--- src/rtl/zone_alarm_ctrl.sv ---
// zone_alarm_ctrl: multi-zone intrusion alarm sequencer.
// Exit and entry delays, a timed siren with auto-rearm, a zone bypass
// latched at arm time, and a sticky log of the zones that tripped.
// Optional build macro ZONE_ALARM_TAMPER_EN adds a tamper input that forces
// ALARM from any state, plus a sticky tamper_log output.
module zone_alarm_ctrl #(
  parameter int               ZONES        = 4,
  parameter logic [ZONES-1:0] INSTANT_MASK = '0,
  parameter int               EXIT_DLY     = 8,
  parameter int               ENTRY_DLY    = 8,
  parameter int               SIREN_TIME   = 16,
  parameter int               CNT_W        = 8
) (
  input  logic             clk,
  input  logic             rst_n,
  input  logic             arm,
  input  logic             disarm,
  input  logic [ZONES-1:0] zone,
  input  logic [ZONES-1:0] bypass,
`ifdef ZONE_ALARM_TAMPER_EN
  input  logic             tamper,
  output logic             tamper_log,
`endif
  output logic [2:0]       state,
  output logic             armed,
  output logic             pending,
  output logic             siren,
  output logic             arm_fault,
  output logic [ZONES-1:0] trip_log
);

  typedef enum logic [2:0] {
    DISARMED    = 3'd0,
    EXIT_DELAY  = 3'd1,
    ARMED       = 3'd2,
    ENTRY_DELAY = 3'd3,
    ALARM       = 3'd4
  } state_t;

  localparam logic [CNT_W-1:0] EXIT_LOAD  = CNT_W'(EXIT_DLY - 1);
  localparam logic [CNT_W-1:0] ENTRY_LOAD = CNT_W'(ENTRY_DLY - 1);
  localparam logic [CNT_W-1:0] SIREN_LOAD = CNT_W'(SIREN_TIME - 1);

  state_t           state_reg, state_next;
  logic [CNT_W-1:0] cnt_reg, cnt_next;
  logic [ZONES-1:0] bypass_reg, bypass_next;
  logic [ZONES-1:0] trip_reg, trip_next;
  logic             fault_reg, fault_next;
  logic             armed_reg, pending_reg, siren_reg;

  // Zones that count: open and not bypassed, split into instant and delayed.
  logic [ZONES-1:0] act, inst, dly;
  assign act  = zone & ~bypass_reg;
  assign inst = act & INSTANT_MASK;
  assign dly  = act & ~INSTANT_MASK;

`ifdef ZONE_ALARM_TAMPER_EN
  logic tamper_reg, tamper_next;
`endif

  // State, counter, latches and registered status flags.
  always_ff @(posedge clk or negedge rst_n) begin
    if (!rst_n) begin
      state_reg   <= DISARMED;
      cnt_reg     <= '0;
      bypass_reg  <= '0;
      trip_reg    <= '0;
      fault_reg   <= 1'b0;
      armed_reg   <= 1'b0;
      pending_reg <= 1'b0;
      siren_reg   <= 1'b0;
`ifdef ZONE_ALARM_TAMPER_EN
      tamper_reg  <= 1'b0;
`endif
    end else begin
      state_reg   <= state_next;
      cnt_reg     <= cnt_next;
      bypass_reg  <= bypass_next;
      trip_reg    <= trip_next;
      fault_reg   <= fault_next;
      armed_reg   <= (state_next == ARMED) || (state_next == ENTRY_DELAY) ||
                     (state_next == ALARM);
      pending_reg <= (state_next == EXIT_DELAY) || (state_next == ENTRY_DELAY);
      siren_reg   <= (state_next == ALARM);
`ifdef ZONE_ALARM_TAMPER_EN
      tamper_reg  <= tamper_next;
`endif
    end
  end

  // Next-state logic; priority is disarm, tamper, instant, delayed, expiry.
  always_comb begin
    state_next  = state_reg;
    cnt_next    = cnt_reg;
    bypass_next = bypass_reg;
    trip_next   = trip_reg;
    fault_next  = 1'b0;
`ifdef ZONE_ALARM_TAMPER_EN
    tamper_next = tamper_reg;
`endif
    if (disarm) begin
      // In DISARMED a disarm (alone or with arm) is simply a no-op.
      if (state_reg != DISARMED) begin
        state_next = DISARMED;
        cnt_next   = '0;
      end
`ifdef ZONE_ALARM_TAMPER_EN
    end else if (tamper) begin
      state_next  = ALARM;
      cnt_next    = SIREN_LOAD;
      tamper_next = 1'b1;
`endif
    end else begin
      unique case (state_reg)
        DISARMED: begin
          if (arm) begin
            if ((zone & ~bypass) == '0) begin
              state_next  = EXIT_DELAY;
              cnt_next    = EXIT_LOAD;
              bypass_next = bypass;
              trip_next   = '0;
`ifdef ZONE_ALARM_TAMPER_EN
              tamper_next = 1'b0;
`endif
            end else begin
              fault_next = 1'b1;
            end
          end
        end
        EXIT_DELAY: begin
          if (cnt_reg == '0) state_next = ARMED;
          else               cnt_next   = cnt_reg - 1'b1;
        end
        ARMED: begin
          if (inst != '0) begin
            state_next = ALARM;
            cnt_next   = SIREN_LOAD;
            trip_next  = trip_reg | act;
          end else if (dly != '0) begin
            state_next = ENTRY_DELAY;
            cnt_next   = ENTRY_LOAD;
            trip_next  = trip_reg | act;
          end
        end
        ENTRY_DELAY: begin
          trip_next = trip_reg | act;
          if ((inst != '0) || (cnt_reg == '0)) begin
            state_next = ALARM;
            cnt_next   = SIREN_LOAD;
          end else begin
            cnt_next = cnt_reg - 1'b1;
          end
        end
        ALARM: begin
          trip_next = trip_reg | act;
          if (cnt_reg == '0) state_next = ARMED;
          else               cnt_next   = cnt_reg - 1'b1;
        end
        default: begin
          state_next = DISARMED;
          cnt_next   = '0;
        end
      endcase
    end
  end

  assign state     = state_reg;
  assign armed     = armed_reg;
  assign pending   = pending_reg;
  assign siren     = siren_reg;
  assign arm_fault = fault_reg;
  assign trip_log  = trip_reg;
`ifdef ZONE_ALARM_TAMPER_EN
  assign tamper_log = tamper_reg;
`endif

endmodule

--- config.mk ---
export PLATFORM = sky130hd
export DESIGN_NAME = zone_alarm_ctrl
export DESIGN_NICKNAME = d
export VERILOG_FILES = /design/src/rtl/zone_alarm_ctrl.sv
export SDC_FILE = /design/constraint.sdc
export NUM_CORES = 1
export LEC_CHECK = 0
export BUFFER_PORTS_ARGS = -buffer_cell sky130_fd_sc_hd__buf_2
export CAP_MARGIN = 20
export CELL_PAD_IN_SITES_DETAIL_PLACEMENT = 0
export CELL_PAD_IN_SITES_GLOBAL_PLACEMENT = 1
export CORE_ASPECT_RATIO = 0.8
export CORE_MARGIN = 2
export CORE_UTILIZATION = 35
export CTS_CLUSTER_DIAMETER = 120
export DETAILED_ROUTE_END_ITERATION = 8
export PLACE_DENSITY_LB_ADDON = 0.1
export SLEW_MARGIN = 20
export SYNTH_ARGS = -nofsm -noshare
export SYNTH_HDL_FRONTEND = slang
export SYNTH_SLANG_ARGS = --single-unit
--- constraint.sdc ---
create_clock -name clk -period 5.08 [get_ports clk]
set_input_delay 0.508 -clock clk [delete_from_list [all_inputs] [get_ports clk]]
set_output_delay 0.508 -clock clk [all_outputs]
set_load 0.01 [all_outputs]
# --- After elaboration in Yosys (flattened, before gate mapping) ---
# Index checks and enable logic that the tools add are counted.
# Widths: inputs -> output; s select.
totals:
  elab_cells: 69
  latch_bits: 0
  output_inout_bits: 11
  ff_bits: 23
  mem_bits_ro: 0
  mem_count: 0
  ramBits: 0
  in_bits: 12
op_classes:
  n_shift: 0
  div_mod_pow: 0
  bitwise_logic: 6
  n_eq_ne: 16
  multipliers: 0
  muxes: 24
  add_sub_neg: 1
  n_lt_le_gt_ge: 0
  reduce_logical: 14
op_table:
  columns: ["cell", "n"]
  rows:
  - ["$mux 8", 7]
  - ["$pmux 8 s4", 1]
  - ["$mux 3", 7]
  - ["$eq 3x2->1 const B", 4]
  - ["$mux 4", 3]
  - ["$ne 3x3->1 const B", 4]
  - ["$pmux 3 s4", 1]
  - ["$pmux 4 s3", 1]
  - ["$reduce_and 5->1", 2]
  - ["$and 4x4->4", 2]
  - ["$logic_not 8->1", 1]
  - ["$not 4->4", 2]
  - ["$sub 8x1->8 const B", 1]
  - ["$eq 3x1->1 const B", 2]
  - ["$eq 3x3->1 const B", 2]
  - ["$ne 2x2->1 const B", 3]
  - ["$reduce_bool 3->1", 2]
  - ["$logic_not 4->1", 1]
  - ["$mux 1", 4]
  - ["$or 4x4->4", 1]
  - ["$reduce_and 4->1", 1]
  - ["$reduce_bool 4->1", 1]
  - ["$reduce_or 2->1", 2]
  - ["$logic_not 3->1", 1]
  - ["other kinds (3)", 5]

# --- Depth between registers and ports, before layout ---
# Gate-level depths: netlist (run 1).
logic_depth:
  word_depth: 10
  depth_mapped: 8
  ltp_nobuf: 7

# --- Least setup slack after synthesis (run 1) ---
# No wires, ideal clock.
synth_timing:
  path_kind: "register to register"
  from: "reg cnt_reg[0]"
  to: "reg cnt_reg[2]"
  path_slack_ns: 3.111
  required_time_ns: 4.960
  arrival_ns: 1.849
  path_stages_with_launch: 9
  path_cell_list: "dfrtp_1 -> inv_1 -> ha_1 -> nor3b_4 -> nand3_1 -> a311o_1 -> and2_4 -> buf_6 -> a31o_1"
synth_via:
  elab_chain_len: 4
synth_lines:
  columns: ["item", "line", "source"]
  rows:
  - ["start: declaration", "45", "logic [CNT_W-1:0] cnt_reg, cnt_next;"]
  - ["start signal: assignment", "77", "cnt_reg <= cnt_next;"]
  - ["$sub 8x1->8 / $logic_not 8->1 (equally long branches)", null, null]
  - ["$mux 8, on equally long branches", "131, 156, 147", null]
  - ["$pmux 8 s4", "114", "unique case (state_reg)"]
  - ["$mux 8", "101", "if (disarm) begin"]
# Parallel ways exist; a longest one is shown, timed or not. The select of a mux whose other input is x is not followed.
# A chain may end at the register's enable or synchronous reset.

# --- Final worst setup path (run 1) ---
layout_timing:
  from: "reg cnt_reg[0]"
  to: "reg cnt_reg[7]"
# Same word-level chain as after synthesis.

==> summary.txt, run 1 <==
Outcome
  – Outcome: finished clean

Floorplan
  – Die Wd: 74.1 um
  – Initial cell density of the core: 36.5%
  – Chip Height: 60.1 um
  – I/O Pins: 23
  – Core ar.: 3780 sq um
  – Die Footprint: 4460 sq um
  – Row cnt: 20

Cells and area
  – ANT cells: 0
  – Commonest non-fill, non-tap cell in the layout: dfrtp_1
  – Finished Layout Cells: approximately 230
  – Fin area: roughly 1600 sq um
  – Final #Nets: 185
  – Share of layout cells above drive strength 1: 19.3%
  – P&R area growth vs syn: 14.6%
  – Filler instances: 393
  – Commonest cells after routing, fill and taps aside: dfrtp_1 (23), buf_2 (22), nand2_1 (13), inv_1 (10), o21ai_0 (10)
  – Max FFs per register: 8

Worst setup path
  – CP Data Required Time: 5220 ps
  – WP data arrival: 2350 ps
  – CP endpoint kind: register
  – CP Max Fanout: 6
  – Reg-to-reg slack, setup: 2880 ps
  – Critical path class: register to register
  – Critical Path Start Type: register

Placed design
  – Placed cell areas: 1530 sq um
  – PortBufs: 22
  – DP HPWL: ~2500 um
  – Cell count after placement: 222
  – Post-place setup slack: 2830 ps
  – GPL Wtd Cong: 0.849

STA
  – Max frequency: 0.454 GHz
  – Setup violators final: 0
  – Worst hold slack: roughly 210 ps
  – Relative slew slack: just over 60%
  – Final worst-path cycle share: 43.4%
  – Tmin final: 2200 ps
  – Final WS setup: 2880 ps
  – Final slew viol count: 0
  – Least-Margin Pin Slew: 589 ps
  – Setup_tns: 0 ps
  – RSZ-0062 raised after global routing: false
  – Hold Violations, Final: 0
  – Layout Skew: 3.39 ps

Logic synthesis
  – Synth Area in XOR/XNOR: 1.91%
  – Yosys cell types: 44
  – Synth Area per Inst: between 9 and 10 sq um
  – Post-Synth Adder-Cell Area: less than 1%
  – Post-synthesis net count: roughly 160
  – YS warnings: 0
  – Synth Instances: 149
  – Post-Synth Simple-Gate Area: 23.6%
  – EDFF count, synth: 0
  – Ys async rst share: 100%
  – Synth Area in Compound Gates: 21.9%
  – Dominant synthesized flop cell: dfrtp_1
  – Post-synthesis sequential area ratio: 41.8%
  – Multiplexer share of the synthesized area: under 10%
  – Cell Area, Synth: between 1000 and 1500 sq um
  – Synthesized flop and latch total: 23
  – Largest family of logic cells by synthesized area: simple AND/OR/NAND/NOR gates

Clocking
  – Total CTS buffers: 3
  – H-tree levels: 1
  – Hold Buf Count CTS: 0
  – Post-CTS Setup Inserts: 0
  – Clock sink count: 23
  – CTS tree: done
  – Root Buffer: clkbuf_8
  – Clock Tree Buf Depth: 2
  – Worst-path clk slew: about 80 ps
  – Clk_lat worst skew: roughly 260 ps
  – PostCTS Resize Cnt: 0

Global route
  – Number of global-route vias before repair: 1171
  – Grt total ovfl: 0
  – Initial antenna violation count: 0
  – GRT Overall Usage: 17.0%
  – Largest net degree at the start of global routing: 24
  – Global-route wire length before repair: about 5700 um

Pwr
  – P per Cell Area: approximately 440 nW/um^2
  – Lkg Pwr: 0.000675 uW
  – Max VDD drop: 0.156 mV

Flow run
  – Number of max-cap violations: 0

Drt
  – Routed wire length: 3290 um
  – DRT Pass-1 Iters: 4
  – Detailed router's first-iteration violation count: roughly 100
  – Via Count: 1222
  – Post-DR wirelength/cell: 14.6 um
  – Detail Route Antenna Nets: 0
  – DRC: 0
  – Vias/cell: between 5 and 6

Min path
  – HP Class: input pin to asynchronous set/reset pin
[metrics by stage]
step / total power (uW) / utilization, %
after floorplan: 492 / -
after global placement: 573 / 40.6
after detailed placement: 579 / 40.6
after CTS: 697 / 41.8
after global routing: 747 / 41.8
final: 687 / 41.8
[kinds of logic (layout without fill, tap and decap cells)]
| kind of cell | Yosys count | after routing |
|---|---|---|
| mux | 7 | 7 |
| xor+xnor | 3 | 3 |
| compound gates | 47 | 47 |
| flops | 23 | 23 |
| buf+inv | 14 | 36 |
| simple gates | 54 | 54 |
| fa+ha+maj | 1 | 1 |
[synth_stat cells, types with 2 or more instances]
| library cell | instances | area share (%) |
|---|---|---|
| a31oi_1 | 5 | 2.3 |
| mux2_1 | 4 | 3.3 |
| o21ai_1 | 8 | 2.9 |
| or3_1 | 2 | 0.91 |
| nand2b_1 | 4 | 1.8 |
| a21oi_1 | 7 | 2.5 |
| o21ai_0 | 10 | 3.6 |
| xnor2_1 | 3 | 1.9 |
| inv_1 | 10 | 2.7 |
| a211oi_1 | 2 | 1.1 |
| mux2i_1 | 3 | 2.2 |
| nand3_1 | 5 | 1.8 |
| or4_1 | 2 | 1.1 |
| nor2b_1 | 6 | 2.7 |
| clkbuf_1 | 2 | 0.55 |
| nand2_1 | 13 | 3.5 |
| a41oi_1 | 3 | 1.9 |
| nor2_1 | 7 | 1.9 |
| nor3_1 | 4 | 1.5 |
| a22oi_1 | 2 | 1.1 |
| nor4_1 | 2 | 0.91 |
| dfrtp_1 | 23 | 42 |
[metal layers]
| layer | up-vias | GRT usage [%] | share of wire [%] |
|---|---|---|---|
| met4 | 0 | 3.12 | 0.64 |
| met2 | 27 | 24.2 | 43 |
| met3 | 2 | 3.88 | 4.0 |
| met5 | - | 0 | 0 |
| li1 | 600 | - | - |
| met1 | 593 | 26.0 | 52 |
[area by class of cell]
type / instances / area, sq um / share of cell area [%]
repair buffers: 22 / 110 / 6.97
clock inverters: 1 / 5.00 / 0.317
flip-flops and latches: 23 / 576 / 36.5
clock buffers: 3 / 41.3 / 2.61
multi-input cells: 112 / 741 / 46.9
well taps: 55 / 68.8 / 4.36
inverters: 10 / 37.5 / 2.38
[final timing paths]
path | start | endpoint | depth (start not counted)
worst max-delay path | cnt_reg[0] | cnt_reg[7] | 7
worst min-delay path | rst_n | trip_log[1] | 1
worst max register to register | cnt_reg[0] | cnt_reg[7] | 7
worst min register to register | bypass_reg[0] | bypass_reg[0] | 1
max in group asynchronous | rst_n | cnt_reg[1] | 1
min in group clk | bypass[0] | bypass_reg[0] | 2
[worst max-delay path, cell delays in order, from the launching register on]
cell	delay (ps)
dfrtp_1	430
inv_1	80
ha_1	210
or3b_2	570
o21ai_2	260
a21oi_1	180
a41oi_1	270
o21ai_1	90
[power breakdown]
group	leakage [uW]	internal [uW]	switching [uW]
logic	0.000350	123	166
clock network	0.0000255	54.7	57.5
registers	0.000300	234	52.0
(Power assumes the default switching activity.)
==> inputs of run 2 (changes only) <==
- clock period: 5.08 -> 1.96 ns (I/O delays scaled with it)
==> summary.txt, run 2 (same netlist as run 1, synthesis figures left out) <==
Clocking
  – Clk_lat worst skew: 270 ps (about the same)
  – Worst-path clk slew: 80 ps (about the same)
  – CTS tree: done
  – Total CTS buffers: 3 (unchanged)
  – Clock sink count: 23 (unchanged)
  – Clock Tree Buf Depth: 2 (unchanged)
  – H-tree levels: 1 (unchanged)
  – Post-CTS Setup Inserts: 0 (unchanged)
  – Root Buffer: clkbuf_8

Floorplan
  – Chip Height: 60.1 um (unchanged)
  – Row cnt: 20 (unchanged)
  – Initial cell density of the core: 36.5% (unchanged)
  – Die Footprint: 4460 sq um (unchanged)
  – I/O Pins: 23 (unchanged)
  – Die Wd: 74.1 um (unchanged)
  – Core ar.: 3780 sq um (unchanged)

STA
  – Layout Skew: 3.23 ps (-0.160 ps)
  – Relative slew slack: 65.4% (+4.7 points)
  – RSZ-0062 raised after global routing: true
  – Tmin final: 1860 ps (-346 ps)
  – Final slew viol count: 0 (unchanged)
  – Hold Violations, Final: 0 (unchanged)
  – Least-Margin Pin Slew: 518 ps (-70.7 ps)
  – Max frequency: 0.538 GHz (+19%)
  – Setup violators final: 0 (unchanged)
  – Setup_tns: 0 ps (unchanged)
  – Final worst-path cycle share: 94.8% (+51 points)

Flow run
  – Number of max-cap violations: 0 (unchanged)

Drt
  – DRT Pass-1 Iters: 4 (unchanged)
  – DRC: 0 (unchanged)
  – Vias/cell: 5.44 (+0.52%)
  – Via Count: 1299 (+6.3%)
  – Detailed router's first-iteration violation count: 98 (-4.9%)
  – Post-DR wirelength/cell: 14.4 um (-1.3%)
  – Routed wire length: 3430 um (+4.3%)
  – Detail Route Antenna Nets: 0 (unchanged)

Worst setup path
  – Worst R2R Path Depth: 5 (-2)
  – WP data arrival: 2020 ps (-330 ps)
  – CP Max Fanout: 7 (+1)
  – Critical path class: register to register
  – R2R Path End: cnt_reg[2]
  – CP startpoint: cnt_reg[5]
  – Critical R2R Launch: cnt_reg[5]
  – CP endpoint kind: register
  – CP Data Required Time: 2120 ps (-3100 ps)
  – Reg-to-reg slack, setup: 100 ps (-2770 ps)
  – Critical Path Start Type: register

Min path
  – Endpoint with the worst hold slack: bypass_reg[1]
  – HP Class: input pin to register
  – Min-delay src: bypass[1]
  – Hold path cells: 2

Cells and area
  – ANT cells: 0 (unchanged)
  – Final Util: 45.0% (+3.2 points)
  – Share of layout cells above drive strength 1: 26.6% (+7.3 points)
  – Multi-input logic area: 763 sq um (+3.0%)
  – Final #Nets: 198 (+7.0%)
  – Max FFs per register: 8 (unchanged)
  – Filler instances: 367 (-6.6%)
  – Commonest non-fill, non-tap cell in the layout: dfrtp_1
  – Commonest cells after routing, fill and taps aside: dfrtp_1 (23), buf_2 (22), nand2_1 (13), buf_4 (12)
  – Sequential cell area: 576 sq um (unchanged)
  – P&R area growth vs syn: 23.5%
  – Finished Layout Cells: 239 (+5.8%)

Placed design
  – GPL Wtd Cong: 0.814 (-4.2%)
  – PortBufs: 22 (unchanged)
  – Cell count after placement: 234 (+5.4%)
  – DP HPWL: 2590 um (+4.8%)

Global route
  – Global-route wire length before repair: 5730 um (-0.12%)
  – Grt total ovfl: 0 (unchanged)
  – Number of global-route vias before repair: 1165 (-0.51%)
  – Initial antenna violation count: 0 (unchanged)
  – GRT Overall Usage: 17.0% (+0.042 points)
  – Largest net degree at the start of global routing: 24 (unchanged)

Outcome
  – Outcome: finished clean

Pwr
  – P per Cell Area: 1110 nW/um^2 (+160%)
  – Lkg Pwr: 0.000741 uW (+9.8%)
  – Max VDD drop: 0.489 mV (+210%)
## run 2: cell types whose count changed in the layout (fill, tap and decap cells not counted), sizes merged
cell,delta
buf,+12
dlygate4sd3,+1
## run 2: metal layers
metal	vias to the layer above	wire length [um]	track usage (%)
met3	5	198	3.71
met5	-	0	0
met4	0	27	4.94
met1	617	1750	25.0
li1	629	-	-
met2	48	1460	24.9
## run 2: final cells by class
type	count	area share, %
Multi-Input combinational cell	112	44.9
Sequential cell	23	33.8
Timing Repair Buffer	35	12.4
Tap cell	55	4.04
Clock buffer	3	2.43
Inverter	10	2.21
Clock inverter	1	0.294
## run 2: worst max-delay path by stage
stage	slack, ps	end
6_report	100	cnt_reg[2]
5_1_grt	-10	cnt_reg[7]
4_1_cts	30	cnt_reg[2]
3_5_place_dp	-60	cnt_reg[5]
3_3_place_gp	10	cnt_reg[7]
2_1_floorplan	10	cnt_reg[2]
## run 2: power breakdown
group          switching [uW]  total, uW  internal (uW)  leakage [uW]
Clock                     158        300            142     0.0000255
Sequential                120        727            607      0.000300
Combinational             464        870            405      0.000416
Total                     742       1900           1150      0.000741
## run 2: stage by stage
step	setup slack [ps]	instance area, sq um	power, uW	hold slack [ps]
floorplan	10.8	1380	1270	-99.6
global placement	11.2	1620	1540	192
detailed placement	-61.7	1620	1550	208
CTS	29.7	1690	1880	145
global route	-14.9	1700	2040	159
finish	101	1700	1900	147
## run 2: worst max-delay path, stage by stage, from the launching register on
cell	delay, ps
dfrtp_1	470
nor4_4	380
nand3_1	120
a311o_2	390
and2_4	190
a31o_1	210
## run 2: timing repair
item	4_1_cts	5_1_grt
gates resized for setup	4	3
hold buffers	1	0
setup endpoints to repair	4	5
pin swaps	0	2
endpoints found under the hold margin	23	0
==> inputs of run 3 (changes only) <==
- clock period: 1.96 -> 2.3 ns (I/O delays scaled with it)
==> summary.txt, run 3 (same netlist as run 1, synthesis figures left out) <==
Clocking
  – Total CTS buffers: 3 (unchanged)
  – Worst-path clk slew: 80 ps (about the same)
  – Clock Tree Buf Depth: 2 (unchanged)
  – Root Buffer: clkbuf_8
  – H-tree levels: 1 (unchanged)
  – PostCTS Resize Cnt: 0 (-4)
  – CTS tree: done
  – Clk_lat worst skew: 270 ps (about the same)
  – Post-CTS Setup Inserts: 0 (unchanged)
  – Clock sink count: 23 (unchanged)

Placed design
  – DP HPWL: 2580 um (-0.25%)
  – Post-place setup slack: 237 ps (+299 ps)
  – PortBufs: 22 (unchanged)
  – GPL Wtd Cong: 0.771 (-5.3%)

Worst setup path
  – WP buf/inv: 1 (+1)
  – Critical path class: register to register
  – CP Max Fanout: 6 (-1)
  – CP Data Required Time: 2460 ps (+340 ps)
  – Delay-heaviest family, CP: compound AO/OA/AOI/OAI gates
  – Largest incremental delay on the critical path: 470 ps (about the same)
  – Crit path cell chain: inv_1 -> ha_1 -> nor3b_4 -> nand3_1 -> a311o_1 -> and2_4 -> a31o_1
  – Critical Path Start Type: register
  – CP endpoint kind: register
  – Slowest CP cell: a311o_1
  – WP data arrival: 2250 ps (+230 ps)

STA
  – Setup violators final: 0 (unchanged)
  – Setup_tns: 0 ps (unchanged)
  – Worst hold slack: 187 ps (+39.5 ps)
  – Final slew viol count: 0 (unchanged)
  – Final WS setup: 210 ps (+109 ps)
  – Tmin final: 2090 ps (+231 ps)
  – Final worst-path cycle share: 90.9% (-4.0 points)
  – Layout Skew: 3.42 ps (+0.192 ps)
  – Relative slew slack: 65.4% (-0.066 points)
  – Hold Violations, Final: 0 (unchanged)
  – RSZ-0062 raised after global routing: false
  – Max frequency: 0.478 GHz (-11%)
  – Least-Margin Pin Slew: 519 ps (+0.995 ps)

Drt
  – Detail Route Antenna Nets: 0 (unchanged)
  – Via Count: 1235 (-4.9%)
  – DRT Pass-1 Iters: 4 (unchanged)
  – DRC: 0 (unchanged)
  – Routed wire length: 3330 um (-2.9%)
  – Detailed router's first-iteration violation count: 68 (-31%)
  – Vias/cell: 5.30 (-2.5%)
  – Post-DR wirelength/cell: 14.3 um (-0.44%)

Global route
  – Global-route wire length before repair: 5640 um (-1.6%)
  – Largest net degree at the start of global routing: 24 (unchanged)
  – Grt total ovfl: 0 (unchanged)
  – Number of global-route vias before repair: 1154 (-0.94%)
  – GRT Overall Usage: 16.9% (-0.089 points)
  – Initial antenna violation count: 0 (unchanged)

Floorplan
  – Chip Height: 60.1 um (unchanged)
  – Core ar.: 3780 sq um (unchanged)
  – I/O Pins: 23 (unchanged)
  – Die Footprint: 4460 sq um (unchanged)
  – Die Wd: 74.1 um (unchanged)
  – Initial cell density of the core: 36.5% (unchanged)
  – Row cnt: 20 (unchanged)

Outcome
  – Outcome: finished clean

Min path
  – HP Class: input pin to register

Pwr
  – Max VDD drop: 0.508 mV (+3.9%)
  – Lkg Pwr: 0.000706 uW (-4.7%)
  – P per Cell Area: 937 nW/um^2 (-16%)

Cells and area
  – Max FFs per register: 8 (unchanged)
  – Final #Nets: 192 (-3.0%)
  – ANT cells: 0 (unchanged)
  – Share of layout cells above drive strength 1: 21.3% (-5.3 points)
  – Commonest cells after routing, fill and taps aside: dfrtp_1 (23), buf_2 (22), nand2_1 (13), inv_1 (10), o21ai_0 (10)
  – P&R area growth vs syn: 18.5%
  – Commonest non-fill, non-tap cell in the layout: dfrtp_1

Flow run
  – Number of max-cap violations: 0 (unchanged)
==> run 3: cell types whose count changed in the layout (fill, tap and decap cells not counted), sizes merged <==
cell / change
buf: -6
clkbuf: +1
clkinv: -1
==> run 3: worst paths after layout <==
| kind | startpoint | to | slack, ps | depth (start not counted) |
|---|---|---|---|---|
| worst max register to register | cnt_reg[0] | cnt_reg[2] | 210 | 7 |
| worst min-delay path | bypass[3] | bypass_reg[3] | 190 | 2 |
| worst min register to register | bypass_reg[3] | bypass_reg[3] | 490 | 1 |
| min in group asynchronous | rst_n | bypass_reg[1] | 460 | 2 |
| max in group asynchronous | rst_n | cnt_reg[2] | 1490 | 2 |
| worst max-delay path | cnt_reg[0] | cnt_reg[2] | 210 | 7 |
==> run 3: power breakdown <==
group | internal, uW | leakage (uW) | switching [uW] | total (uW)
logic | 285 | 0.000384 | 364 | 649
registers | 517 | 0.000300 | 107 | 625
clock network | 124 | 0.0000228 | 134 | 258
==> run 3: routing by layer <==
metal | wire length (um) | vias up | GRT usage [%] | part of all wire (%)
met5 | 0 | - | 0 | 0
met4 | 27 | 0 | 4.16 | 0.81
met3 | 164 | 5 | 4.55 | 4.9
met2 | 1360 | 34 | 24.5 | 41
met1 | 1780 | 583 | 24.8 | 53
li1 | - | 613 | - | -
==> run 3: final cells by class <==
class                           instances  area, sq um
Inverter                               10         37.5
Fill cell                             400         2150
Multi-Input combinational cell        112          741
Timing Repair Buffer                   29          165
Sequential cell                        23          576
Clock buffer                            4         45.0
Tap cell                               55         68.8
==> run 3: timing repair <==
action,4_1_cts,5_1_grt
setup endpoints to repair,0,0
hold endpoints to repair,23,0
hold buffers,1,0
==> run 3: per-stage QoR <==
stage	cell area (sq um)	instances	total power [uW]	util [%]
6_report	1630	233	1530	43.2
5_1_grt	1630	233	1670	43.2
4_1_cts	1630	233	1540	43.2
2_1_floorplan	1380	149	1090	-
3_3_place_gp	1580	228	1280	41.8
3_5_place_dp	1580	228	1280	41.8
